## config.mk

```make
export PLATFORM = sky130hd
export DESIGN_NAME = ifetch_ctrl_flat
export DESIGN_NICKNAME = d
export VERILOG_FILES = /design/src/rtl/ifetch_pkg.sv /design/src/rtl/ifetch_ctrl_if.sv /design/src/rtl/if_skid.sv /design/src/rtl/ifetch_ctrl.sv /design/src/flat_wrapper.sv
export SDC_FILE = /design/constraint.sdc
export NUM_CORES = 1
export LEC_CHECK = 0
export ABC_AREA = 0
export BUFFER_PORTS_ARGS = -buffer_cell sky130_fd_sc_hd__buf_2
export CAP_MARGIN = 20
export CORE_MARGIN = 2
export CORE_UTILIZATION = 29
export DETAILED_ROUTE_END_ITERATION = 8
export PLACE_DENSITY = 0.59
export SLEW_MARGIN = 20
export SYNTH_ARGS = -nofsm -noshare
export SYNTH_HDL_FRONTEND = slang
export SYNTH_SLANG_ARGS = --single-unit
```

## constraint.sdc

```tcl
create_clock -name clk -period 2.3 [get_ports clk]
set_input_delay 0.46 -clock clk [delete_from_list [all_inputs] [get_ports clk]]
set_output_delay 0.46 -clock clk [all_outputs]
set_load 0.01 [all_outputs]
```

## src/rtl/ifetch_pkg.sv

```systemverilog
// Shared types and constants for the instruction-fetch sequencer.
// Imported by the fetch interface, skid register and top.
package ifetch_pkg;

    localparam int INSTR_W = 32;
    localparam int PC_W    = 32;

    localparam logic [PC_W-1:0]    RESET_PC_DFLT = 32'h0000_0000;
    localparam logic [PC_W-1:0]    PC_STEP       = 32'd4;
    localparam logic [INSTR_W-1:0] NOP           = 32'h0000_0000;

    typedef enum logic [1:0] {
        SLOT_EMPTY,
        SLOT_LIVE,
        SLOT_HELD
    } slot_e;

    function automatic logic [PC_W-1:0] align_pc(input logic [PC_W-1:0] pc);
        return {pc[PC_W-1:2], 2'b00};
    endfunction

    function automatic logic misaligned(input logic [PC_W-1:0] pc);
        return |pc[1:0];
    endfunction

endpackage

```

## src/rtl/ifetch_ctrl_if.sv

```systemverilog
// Fetch-side bus: ROM port, decode handshake, redirect/halt control.
// master = fetch sequencer, slave = ROM/decode/control environment.
interface ifetch_ctrl_if #(
    parameter int ADDR_W = 10
);
    import ifetch_pkg::*;

    logic [ADDR_W-1:0]  rom_addr;
    logic [INSTR_W-1:0] rom_data;
    logic               if_valid;
    logic               if_ready;
    logic [INSTR_W-1:0] if_instr;
    logic [PC_W-1:0]    if_pc;
    logic               redirect_valid;
    logic [PC_W-1:0]    redirect_pc;
    logic               halt;
    logic               misalign;

    modport master (
        output rom_addr,
        input  rom_data,
        output if_valid,
        input  if_ready,
        output if_instr,
        output if_pc,
        input  redirect_valid,
        input  redirect_pc,
        input  halt,
        output misalign
    );

    modport slave (
        input  rom_addr,
        output rom_data,
        input  if_valid,
        output if_ready,
        input  if_instr,
        input  if_pc,
        output redirect_valid,
        output redirect_pc,
        output halt,
        input  misalign
    );

endinterface

```

## src/rtl/if_skid.sv

```systemverilog
// One-entry hold register for the fetched word under decode back-pressure.
// dout selects the held word when valid, otherwise passes the live word.
module if_skid
    import ifetch_pkg::*;
(
    input  logic               clk,
    input  logic               rst,
    input  logic               capture,
    input  logic               clear,
    input  logic [INSTR_W-1:0] din,
    output logic [INSTR_W-1:0] dout
);

    logic               valid;
    logic [INSTR_W-1:0] data;

    always_ff @(posedge clk) begin
        if (rst) begin
            valid <= 1'b0;
            data  <= NOP;
        end else if (clear) begin
            valid <= 1'b0;
        end else if (capture) begin
            valid <= 1'b1;
            data  <= din;
        end
    end

    assign dout = valid ? data : din;

endmodule

```

## src/rtl/ifetch_ctrl.sv

```systemverilog
// Fetch sequencer: owns fetch_pc, pairs ROM words with their PC,
// and presents them to decode with redirect, halt and skid handling.
module ifetch_ctrl
    import ifetch_pkg::*;
#(
    parameter int              ADDR_W   = 10,
    parameter logic [PC_W-1:0] RESET_PC = RESET_PC_DFLT
) (
    input  logic          clk,
    input  logic          rst,
    ifetch_ctrl_if.master bus
);

    slot_e              state;
    slot_e              state_n;
    logic [PC_W-1:0]    fetch_pc;
    logic [PC_W-1:0]    fetch_pc_n;
    logic [PC_W-1:0]    d_pc;
    logic [PC_W-1:0]    d_pc_n;
    logic               mis_q;
    logic               mis_n;
    logic               capture;
    logic               clear;
    logic               d_valid;
    logic               advance;
    logic               out_valid;
    logic [INSTR_W-1:0] slot_instr;

    assign d_valid = (state != SLOT_EMPTY);
    assign advance = ~bus.halt
                   & (~d_valid | bus.if_ready | bus.redirect_valid);

    always_ff @(posedge clk) begin
        if (rst) begin
            state    <= SLOT_EMPTY;
            fetch_pc <= RESET_PC;
            d_pc     <= RESET_PC;
            mis_q    <= 1'b0;
        end else begin
            state    <= state_n;
            fetch_pc <= fetch_pc_n;
            d_pc     <= d_pc_n;
            mis_q    <= mis_n;
        end
    end

    always_comb begin
        state_n    = state;
        fetch_pc_n = fetch_pc;
        d_pc_n     = d_pc;
        mis_n      = 1'b0;
        capture    = 1'b0;
        clear      = 1'b0;
        if (bus.redirect_valid) begin
            fetch_pc_n = align_pc(bus.redirect_pc);
            state_n    = SLOT_EMPTY;
            clear      = 1'b1;
            mis_n      = misaligned(bus.redirect_pc);
        end else if (advance) begin
            d_pc_n     = fetch_pc;
            state_n    = SLOT_LIVE;
            clear      = 1'b1;
            fetch_pc_n = fetch_pc + PC_STEP;
        end else if (bus.halt && d_valid && bus.if_ready) begin
            state_n = SLOT_EMPTY;
            clear   = 1'b1;
        end else if (state == SLOT_LIVE && !bus.if_ready) begin
            // ROM moves on to fetch_pc this edge; keep the word for decode
            capture = 1'b1;
            state_n = SLOT_HELD;
        end
    end

    if_skid u_skid (
        .clk     (clk),
        .rst     (rst),
        .capture (capture),
        .clear   (clear),
        .din     (bus.rom_data),
        .dout    (slot_instr)
    );

    assign out_valid    = d_valid & ~bus.redirect_valid;
    assign bus.rom_addr = fetch_pc[ADDR_W+1:2];
    assign bus.if_valid = out_valid;
    assign bus.if_instr = out_valid ? slot_instr : NOP;
    assign bus.if_pc    = d_pc;
    assign bus.misalign = mis_q;

endmodule

```

## src/flat_wrapper.sv

```systemverilog
// flat-port wrapper written by rule: the top's interface ports become plain ports
module ifetch_ctrl_flat import ifetch_pkg::*;
#(
    parameter int              ADDR_W   = 10,
    parameter logic [PC_W-1:0] RESET_PC = RESET_PC_DFLT
)
  (clk, rst, bus_rom_addr, bus_rom_data, bus_if_valid, bus_if_ready, bus_if_instr, bus_if_pc, bus_redirect_valid, bus_redirect_pc, bus_halt, bus_misalign);
  ifetch_ctrl_if #(.ADDR_W(ADDR_W)) bus_i ();
  input  logic clk;
  input  logic rst;
  output wire logic [$bits(bus_i.rom_addr)-1:0] bus_rom_addr;
  input wire logic [$bits(bus_i.rom_data)-1:0] bus_rom_data;
  output wire logic [$bits(bus_i.if_valid)-1:0] bus_if_valid;
  input wire logic [$bits(bus_i.if_ready)-1:0] bus_if_ready;
  output wire logic [$bits(bus_i.if_instr)-1:0] bus_if_instr;
  output wire logic [$bits(bus_i.if_pc)-1:0] bus_if_pc;
  input wire logic [$bits(bus_i.redirect_valid)-1:0] bus_redirect_valid;
  input wire logic [$bits(bus_i.redirect_pc)-1:0] bus_redirect_pc;
  input wire logic [$bits(bus_i.halt)-1:0] bus_halt;
  output wire logic [$bits(bus_i.misalign)-1:0] bus_misalign;
  assign bus_rom_addr = bus_i.rom_addr;
  assign bus_i.rom_data = bus_rom_data;
  assign bus_if_valid = bus_i.if_valid;
  assign bus_i.if_ready = bus_if_ready;
  assign bus_if_instr = bus_i.if_instr;
  assign bus_if_pc = bus_i.if_pc;
  assign bus_i.redirect_valid = bus_redirect_valid;
  assign bus_i.redirect_pc = bus_redirect_pc;
  assign bus_i.halt = bus_halt;
  assign bus_misalign = bus_i.misalign;
  ifetch_ctrl #(.ADDR_W(ADDR_W), .RESET_PC(RESET_PC)) u_core (.clk(clk), .rst(rst), .bus(bus_i));
endmodule
```

==> results summary, run 1 <==
The hold violation count in the final report came out at 0. The final design area excluding fillers is 5930 sq um. The commonest cells after synthesis are nand2_1 (135), dfxtp_1 (96), a21oi_1 (76). The residual antenna-violating net count after detailed routing is 0. In this run the worst path has a maximum fanout of 6.

Entering global routing, the biggest net connects 40 pins. The placeable core region is 15800 sq um. Data on the critical path is required at its endpoint by 2.58 ns. The run finished with clean final reports.

On the critical path the largest part of the delay comes from simple AND/OR/NAND/NOR gates. Max-cap violations in this run came to 0. The instance count of the mapped netlist is 594. The capturing element type of the critical path is a register. The half-perimeter wire length after placement is 9.12 mm. Of the synthesized area, sequential elements account for 41.4%. The arrival time at the worst endpoint came out at 2.36 ns. At the end of routability-driven placement, the weighted congestion stood at 0.832. The area of placed instances came out at 5590 sq um. The count of synthesis-stage warnings from yosys is 0.

During placement, the flow inserted port buffers numbering 142. The share of final-layout standard cells stronger than drive strength 1 is 27.3%. The via count normalized by instance count is 4.57. The clock insertion delay at the later pin of the skew report came out at 0.35 ns. The final wirelength came out at 12.6 mm. The wire length of the first global-routing pass came out at 19.8 mm.

The mean area per synthesized cell is 7.81 sq um. The worst-path cell with the longest stage delay is or4_4. The remaining design rule violation count is 0.

The wire length per cell came out at 13.3 um. The number of antenna violations at the first check in global routing is 1. The max-slew violation count is 0. The chip width came out at 131 um.

The CTS sink count is 96. The kind of launch point of the worst setup path is a register. The post-route minimum period came out at 2.08 ns.

Counting distinct cell types in the post-synthesis netlist gives 45. The critical path is of the register to register type. The area added between synthesis and finish is 27.9%.

The number of setup buffers added after CTS is 0. The detailed-router iteration count before antenna repair is 5. The number of DRC markers after the initial detailed-route iteration is 194.

In this design, the stage delay of the slowest critical-path cell is 0.59 ns. The count of flip-flops with a built-in enable after synthesis is 0. Once layout is complete, the cells apart from fillers number 945. After the last flow step, the layout net total stands at 793. The count of placed standard cells including taps came out at 928. The total congestion overflow after global routing is 0. The count of hold buffers inserted by post-cts repair is 0. The cell with the most instances after synthesis is nand2_1. The via count of the routed design is 4320. The worst clock skew is 0.0102 ns. The cell row count is 46.

Among all flip-flop cells after synthesis, the most frequent one is dfxtp_1. The async set or reset register ratio after synthesis came out at 0%. The maximum achievable frequency came out at 480 MHz. The post-synthesis cell area is 4640 sq um. The number of buffer and inverter stages on the critical path came out at 0. The maximum root-to-sink buffer count is 2.

The final sum of negative setup slack came out at 0 ns. The number of buffers inserted during clock tree synthesis came out at 9. Across the VDD grid, the largest voltage drop is 0.000389 V. The synthesized design contains 96 register bits.

The number of endpoints failing setup at the final stage came out at 0. TritonCTS built the clock tree. Summed over all instances, the cell type with the most area after synthesis is dfxtp_1.

The post-cts repair resize count came out at 0. The die outline height is 131 um. The maximum level of the CTS H-tree came out at 3. The global-route total usage across every layer is 14.8%.

145 I/O pins were placed. The number of global-route vias before repair is 3983. The leakage power is 0.00241 uW. Setup repair after global routing left no endpoint under its margin. In the post-synthesis netlist, the biggest area contributors are dfxtp_1 (41%), nand2_1 (11%), mux2i_1 (8.6%). The initial standard-cell utilization of the core came out at 29.4%. The root buffer cell chosen for the clock tree is clkbuf_16. The worst hold path belongs to the class primary input to register.

The fill cell total of the finished layout is 1687. Traced cell by cell, the critical path runs through ha_1, nand3_2, or4_4, nor4_2, xnor2_1, a211oi_2. The final critical path takes up 90.6% of the cycle. The power density over the cells came out at 657 nW/um^2.

After clock tree synthesis, the clock-pin slew on the worst setup and hold paths is 0.07 ns. The die covers 17000 sq um. The top-area cell type share of the netlist area is 41.4%.
## worst paths after layout
kind / startpoint / end / slack, ns / cells past startpoint
hold reg to reg: u_core.bus.if_pc[2] / u_core.bus.if_pc[2] / 0.45 / 2
setup / recovery: u_core.fetch_pc[3] / u_core.fetch_pc[20] / 0.22 / 6
setup reg to reg: u_core.fetch_pc[3] / u_core.fetch_pc[20] / 0.22 / 6
hold / removal: bus_redirect_pc[2] / u_core.fetch_pc[2] / 0.35 / 3
## registers in the layout, summed over array words and instances, names as in the netlist
name	count
u_core.u_skid.data	32
u_core.bus.if_pc	30
u_core.u_skid.valid	1
u_core.bus.misalign	1
u_core.fetch_pc	30
u_core.state	2
## metal layers
metal  vias to the layer above  GRT usage (%)  share of wire (%)
li1                       2244              -                  -
met1                      1935           19.9                 48
met2                       124           23.1                 44
met3                        17           3.66                5.9
met4                         0           5.19                1.8
met5                         -              0                  0
## cell type report
type	instances	area (sq um)	area share, %
clock buffer	12	267	4.49
timing repair buffer	169	926	15.6
sequential	96	1920	32.4
tap	216	270	4.56
multi-input combinational	433	2420	40.8
clock inverter	4	73.8	1.24
antenna	1	2.50	0.0422
inverter	14	52.6	0.886
## worst register-to-register path, cell delays in order (launching register included)
cell	delay, ns
dfxtp_1	0.42
ha_1	0.22
nand3_2	0.14
or4_4	0.59
nor4_2	0.31
xnor2_1	0.12
a211oi_2	0.21
## placed cells by master (no fill, tap or decap), types with 2 or more instances in the layout
cell,instances
buf_4,26
nor3b_1,6
and2_1,2
clkbuf_16,9
nand3_2,2
mux2i_1,40
a21oi_1,76
conb_1,2
a211oi_1,10
bufinv_16,2
nor2_1,59
o22ai_1,4
nand3_1,14
o21a_1,8
nand2_1,135
xor2_1,14
inv_1,14
dfxtp_1,95
or3_1,3
xnor2_1,14
nand4_1,11
nor3_1,5
nor4_1,6
o21ai_0,2
buf_2,142
clkbuf_8,3
## cell families after synthesis
logic type	count (synthesis)	share of synthesized area, %
AND/OR/NAND/NOR	254	24.0
AO/OA/AOI/OAI	107	13.4
flip-flops	96	41.4
buffers and inverters	66	6.71
multiplexers	41	8.87
XOR/XNOR	28	5.28
adder cells (fa/ha/maj)	1	0.270
other	1	0.0808
## power by group
| group | switching, uW | internal (uW) |
|---|---|---|
| sequential | 59.1 | 1720 |
| combinational | 232 | 184 |
| clock | 659 | 1040 |
| total | 950 | 2950 |
## stage by stage
step	worst slack (ns)	hold WS (ns)	total power (uW)	utilization [%]
after detailed placement	0.252	0.447	2240	35.4
after global placement	0.291	0.443	2240	35.4
after CTS	0.217	0.331	3960	37.6
after floorplan	0.378	0.436	2070	-
final	0.216	0.345	3900	37.6
after global routing	0.0740	0.349	4060	37.6
No activity file was read; power rests on OpenSTA's default activity.
==> run 2, diff against run 1 <==
Settings changed: PLACE_DENSITY 0.59 to 0.58, SYNTH_HIERARCHICAL from default to 1.
==> results summary, run 2 <==
The flow ran to the end, and the final reports show no timing, DRC or antenna violations. The remaining design rule violation count came out at 0 (unchanged). The final wirelength came out at 16.3 mm (+30%).

The CTS sink count came out at 96 (unchanged). STA classifies the critical path endpoint as an output port. The startpoint identified for the worst register-to-register timing path is u_core/fetch_pc[11]. The maximum root-to-sink buffer count came out at 2 (unchanged). The arrival time at the worst endpoint is 1.62 ns (-0.74 ns).

The path class of the tightest hold or removal check is primary input to register. The area enclosed by the die boundary is 20000 sq um (+18%). The number of synthesized register bits is 96 (unchanged). The clock insertion delay at the later pin of the skew report came out at 0.35 ns (about the same). The headroom to the max-slew limit is 56.4%. The worst path required time came to 1.84 ns (-0.74 ns).

For this run, the leading register cell type out of synthesis is dfxtp_1. STA classifies the critical path startpoint as a register. The category of cells accounting for the largest share of critical-path delay is buffers and inverters. Sorting the synthesized cells by area gives the leading types as dfxtp_1 (35%), nand4bb_1 (6.6%), nand2_1 (5.5%). The number of buffers inserted during clock tree synthesis came out at 9 (unchanged). The maximum number of pins on one net before global-route repair came out at 66 (+65%). At the pin with the least slew margin, the transition time is 0.647 ns. The worst hold path begins at bus_redirect_pc[0]. The max-slew violation count was 0 (unchanged).

The half-perimeter wire length after placement is 11.4 mm (+25%). The number of distinct standard cells referenced by the synthesized netlist is 71 (+58%). The depth of the worst register-to-register path was 4 (-2). The initial standard-cell utilization of the core came out at 29.4% (about the same). The instance count of the mapped netlist is 641 (+7.9%). The part of the cycle the worst path needs is 90.3% (-0.32 points). The library cell used most frequently in the layout, excluding fill and tap cells, is buf_2.

The wire length of the first global-routing pass is 26.1 mm (+32%). The post-cts repair resize count was 0 (unchanged). The count of inserted antenna diode cells came out at 0 (-1). The via count of the routed design is 5215 (+21%). Setup repair after global routing left no endpoint under its margin.

The die outline height is 142 um (+8.5%). The post-route minimum period came to 2.08 ns (-0.00734 ns). The number of top-level pins came out at 145 (unchanged). The fill cell total of the finished layout came out at 1961 (+16%). The number of DRC markers after the initial detailed-route iteration came out at 253 (+30%). The cell sitting at the root of the clock tree is a clkbuf_16.

TritonCTS built the clock tree. The number of flip-flops under the largest register name came out at 32 (unchanged). The worst clock skew is 0.00657 ns (-0.00362 ns). The power density over the cells came to 578 nW/um^2 (-12%).

Ranked by flip-flop count, first place goes to u_core/u_skid/data. The hold violation count in the final report came out at 0 (unchanged). The slowest stage of the critical path is the dfxtp_1 cell. The post-synthesis cell area came out at 5490 sq um (+18%).

The top-area cell type share of the netlist area is 35.0% (-6.4 points). The path type of the worst setup path is register to output port. The async set or reset register ratio after synthesis came out at 0% (unchanged). The cell row count is 50 (+8.7%). The fraction of the yosys area taken by sequential cells came to 35.0% (-6.4 points). The signal on the critical path passes through buf_12, mux2_2, and2_1, buf_2.

The critical path starts at u_core/u_skid/valid. The mean area per synthesized cell is 8.56 sq um (+9.6%). The instance count along the most critical hold path is 2 (-1). The post-layout net count came to 835 (+5.3%).

The via count normalized by instance count was 5.19 (+14%). The global-route total usage across every layer is 16.3% (+1.5 points). The maximum fanout encountered on the critical timing path came to 32 (+26).

The detailed-router iteration count before antenna repair is 4 (-1). The number of buffer and inverter stages on the critical path came out at 2 (+2). The cell count along the critical path came out at 4 (-2). The count of synthesis-stage warnings from yosys is 6 (+6).

The largest incremental delay on the critical path came out at 0.37 ns (-0.22 ns). The wire length per cell is 16.2 um (+22%). The most common cell in the synthesized netlist is dfxtp_1. The placeable core region is 18600 sq um (+18%).

The share of final-layout standard cells stronger than drive strength 1 came out at 30.9% (+3.6 points). The maximum level of the CTS H-tree is 3 (unchanged). The final sum of negative setup slack is 0 ns (unchanged).

The number of setup buffers added after CTS came out at 0 (unchanged). The maximum achievable frequency is 482 MHz (+0.35%). The final hold slack is 0.306 ns (-0.0398 ns). The leakage power was 0.00269 uW (+12%). Compared with the post-synthesis result, the final layout area differs by 23.6%. The largest voltage drop on the vdd net is 0.000381 V (-1.9%). The count of hold buffers inserted by post-cts repair is 0 (unchanged). The top cell types in the final layout, fill and taps aside, are buf_2 (141), dfxtp_1 (96), nand2_1 (80), and2_1 (43), nand2b_1 (34). The total congestion overflow after global routing is 0 (unchanged). The number of endpoints failing setup at the final stage is 0 (unchanged). dfxtp_1 takes more of the synthesized area than any other cell.

The routability congestion estimate from global placement is 0.876 (+5.3%). Sorting the synthesized cells by how often they occur yields dfxtp_1 (96), nand2_1 (80), and2_1 (43). The number of I/O port buffers is 142 (unchanged).

The clock transition at the registers of the reported paths is 0.07 ns (about the same). The residual antenna-violating net count after detailed routing is 0 (unchanged). The number of antenna violations at the first check in global routing is 0 (-1). The count of flip-flops with a built-in enable after synthesis is 0 (unchanged). The number of global-route vias before repair came out at 4815 (+21%). The number of max-cap violations came out at 0 (unchanged). The chip width is 142 um (+8.5%).
==> run 2: kinds of logic (layout without fill, tap and decap cells) <==
group | count (synthesis) | after routing | synth area share (%)
and+or+nand+nor | 285 | 285 | 32.0
AOI/OAI and AO/OA | 141 | 141 | 17.2
DFF | 96 | 96 | 35.0
buffers and inverters | 80 | 208 | 7.57
muxes | 32 | 32 | 7.18
xor gates and xnor gates | 5 | 5 | 0.798
adders and majority gates | 1 | 1 | 0.228
other | 1 | 2 | 0.0683
==> run 2: cell type report <==
cell class	count	area [sq um]	share of cell area [%]
clock buffers	11	233	3.43
clock inverters	5	81.3	1.20
inverters	14	52.6	0.774
multi-input cells	466	3170	46.7
flip-flops and latches	96	1920	28.3
well taps	234	293	4.31
repair buffers	178	1030	15.2
==> run 2: path summary, 6_finish.rpt <==
kind                               to  slack (ns)
setup / recovery      bus_if_instr[0]        0.22
hold / removal    u_core/bus.misalign        0.31
setup reg to reg  u_core/fetch_pc[27]        0.32
hold reg to reg   u_core/bus.if_pc[9]        0.45
==> run 2: report_power, final <==
group          internal [uW]  switching, uW  total, uW
Combinational            241            279        520
Sequential              1720           58.3       1770
Clock                    955            674       1630
Total                   2910           1010       3920
==> run 2: metal layers <==
layer	wire (um)	track usage [%]	up-vias
li1	-	-	2575
met1	7820	22.9	2466
met2	7390	25.5	157
met3	872	3.21	17
met4	216	4.26	0
met5	0	0	-
==> run 2: worst register-to-register path: stages, from the launching register on <==
cell	delay, ns
dfxtp_1	0.51
nand4_4	0.20
or4_4	0.59
or4_1	0.52
o211ai_1	0.10
==> run 2: through the flow <==
stage / setup WS [ns] / power (uW) / util (%) / instance area (sq um) / std cells
2_1_floorplan: 0.0484 / 2120 / - / 5490 / 642
3_3_place_gp: 0.321 / 2330 / 34.7 / 6470 / 988
3_5_place_dp: 0.262 / 2330 / 34.7 / 6470 / 988
4_1_cts: 0.207 / 3970 / 36.4 / 6790 / 1004
5_1_grt: 0.163 / 4090 / 36.4 / 6790 / 1004
6_report: 0.224 / 3920 / 36.4 / 6790 / 1004
==> run 3, diff against run 2 <==
Settings changed: CTS_BUF_LIST from default to sky130_fd_sc_hd__clkbuf_8, PLACE_DENSITY 0.58 to 0.59, SLEW_MARGIN 20 to default, SYNTH_HIERARCHICAL 1 to default.
==> results summary, run 3 (synthesized netlist as in run 1, its figures left out) <==
The residual antenna-violating net count after detailed routing is 0 (unchanged). The global-route total usage across every layer is 14.8% (-1.5 points). TritonCTS built the clock tree. The largest voltage drop on the vdd net is 0.000377 V (-1.1%). The maximum achievable frequency is 476 MHz (-1.3%). The clock transition at the registers of the reported paths is 0.10 ns (+0.03 ns). The root cell of the clock tree is clkbuf_8. Ranked by flip-flop count, first place goes to u_core.u_skid.data. The worst path required time was 1.84 ns (about the same). The setup slack after placement came to 0.252 ns (-0.0102 ns).

The total congestion overflow after global routing was 0 (unchanged). The clock insertion delay at the later pin of the skew report is 0.39 ns (+0.04 ns). The detailed-router iteration count before antenna repair was 4 (unchanged).

The CTS sink count was 96 (unchanged). The max-slew violation count is 0 (unchanged). The worst setup path is launched from a register. The post-layout net count came out at 793 (-5.0%). The post-route worst setup slack is 0.197 ns (-0.0268 ns). Setup repair after global routing left no endpoint under its margin.

The number of flip-flops under the largest register name is 32 (unchanged). The routability congestion estimate from global placement came to 0.832 (-5.0%). The share of the core filled with cells in the final layout is 37.0% (+0.58 points).

The largest incremental delay on the critical path is 0.57 ns (+0.20 ns). The cell row count came out at 46 (-8.0%). Following the worst setup path forward leads to its endpoint at bus_if_instr[5]. The placeable core region came out at 15800 sq um (-15%). The number of I/O port buffers came out at 142 (unchanged).

The number of antenna violations at the first check in global routing came to 1 (+1). The path type of the worst setup path is register to output port. The slowest stage of the critical path belongs to the cell dfxtp_2. The startpoint identified for the worst hold timing path is bus_redirect_pc[2].

The worst clock skew was 0.0153 ns (+0.00873 ns). The power density over the cells is 603 nW/um^2 (+4.3%). The post-route minimum period was 2.10 ns (+0.0268 ns). The maximum number of pins on one net before global-route repair is 40 (-39%).

The number of top-level pins came out at 145 (unchanged). The arrival time at the worst endpoint came out at 1.64 ns (+0.02 ns). The capturing element type of the critical path is an output port. The endpoint identified for the worst register-to-register timing path is u_core.fetch_pc[20]. The number of max-cap violations is 0 (unchanged). The part of the cycle the worst path needs is 91.4% (+1.2 points). The initial standard-cell utilization of the core came out at 29.4% (about the same). The via count normalized by instance count is 4.55 (-12%). The chip width came out at 131 um (-7.8%). The number of buffers inserted during clock tree synthesis is 9 (unchanged). The final sum of negative setup slack came to 0 ns (unchanged). The leakage power came out at 0.00237 uW (-12%). The count of hold buffers inserted by post-cts repair is 0 (unchanged).

The wire length per cell came out at 13.2 um (-18%). In the layout the commonest cells are buf_2 (142), nand2_1 (135), dfxtp_1 (95), a21oi_1 (76), nor2_1 (59). The die outline height is 131 um (-7.8%). Leaving out fill and tap cells, the most frequent cell in the layout is buf_2. The maximum level of the CTS H-tree is 3 (unchanged). The area enclosed by the die boundary is 17000 sq um (-15%).

The share of final-layout standard cells stronger than drive strength 1 came to 27.3% (-3.6 points). In this design, the largest share of critical-path delay is due to flip-flops. The number of global-route vias before repair is 3980 (-17%). The maximum root-to-sink buffer count was 2 (unchanged). The wire length of the first global-routing pass was 19.8 mm (-24%).

The via count of the routed design came out at 4302 (-18%). The area added between synthesis and finish came out at 25.7%. The final wirelength is 12.5 mm (-23%). Traced cell by cell, the critical path runs through buf_4, mux2i_1, nor2_1, buf_2. The most critical setup path has its startpoint at u_core.u_skid.valid. The maximum fanout encountered on the critical timing path came out at 12 (-63%). The half-perimeter wire length after placement is 9.12 mm (-20%).

The cell count along the critical path came out at 4 (unchanged). The number of DRC markers after the initial detailed-route iteration came out at 214 (-15%). The number of buffer and inverter stages on the critical path is 2 (unchanged). The hold violation count in the final report came out at 0 (unchanged).

The class of the tightest hold or removal check is primary input to register. The depth of the worst register-to-register path came to 6 (+2). The internal reg-to-reg setup slack is 0.22 ns (-0.10 ns). The remaining design rule violation count came out at 0 (unchanged). The run finished with clean final reports. The post-cts repair resize count is 0 (unchanged). The number of setup buffers added after CTS is 0 (unchanged). The startpoint identified for the worst register-to-register timing path is u_core.fetch_pc[3]. The number of endpoints failing setup at the final stage came out at 0 (unchanged).
## run 3: cell count changes in the layout (fill, tap and decap cells not counted), sizes merged, moves of 13 or more
cell | previous run | this run
a21oi | 32 | 77
nand2 | 80 | 135
and2 | 43 | 2
mux2 | 32 | 1
nor2 | 16 | 60
nand4bb | 32 | 1
nand2b | 34 | 0
mux2i | 0 | 40
o21ai | 37 | 2
xor2 | 1 | 14
## run 3: how the worst min path moves through the flow
stage,end,cells past startpoint
6_report,u_core.fetch_pc[2],3
5_1_grt,u_core.u_skid.data[6],3
4_1_cts,u_core.u_skid.data[13],3
3_5_place_dp,u_core.bus.if_pc[7],2
3_3_place_gp,u_core.u_skid.data[19],2
2_1_floorplan,u_core.u_skid.data[0],2
## run 3: layout make-up
class / count / area [sq um]
sequential: 96 / 1920
antenna: 1 / 2.50
clock buffer: 12 / 165
clock inverter: 4 / 73.8
fill: 1705 / 9940
timing repair buffer: 169 / 926
multi-input combinational: 433 / 2420
tap: 216 / 270
inverter: 14 / 52.6
## run 3: stage by stage
step / power [uW] / cells / cell area (sq um) / hold slack [ns]
global placement: 2240 / 928 / 5590 / 0.443
detailed placement: 2240 / 928 / 5590 / 0.447
finish: 3520 / 945 / 5830 / 0.306
CTS: 3560 / 944 / 5830 / 0.289
floorplan: 2070 / 595 / 4640 / 0.436
global route: 3670 / 944 / 5830 / 0.311
## run 3: worst register-to-register path, stage by stage, from the launching register on
cell      delay [ns]
dfxtp_1         0.44
ha_1            0.22
nand3_2         0.14
or4_4           0.59
nor4_2          0.31
xnor2_1         0.12
a211oi_2        0.20
## run 3: per-layer routing
layer | GRT usage [%] | wire, um
met1 | 20.0 | 5950
met3 | 3.30 | 806
met4 | 5.13 | 175
met2 | 23.2 | 5570
met5 | 0 | 0
## run 3: where the power goes
part / internal [uW] / switching, uW
clock network: 704 / 619
logic: 184 / 231
registers: 1720 / 58.8
total: 2610 / 909
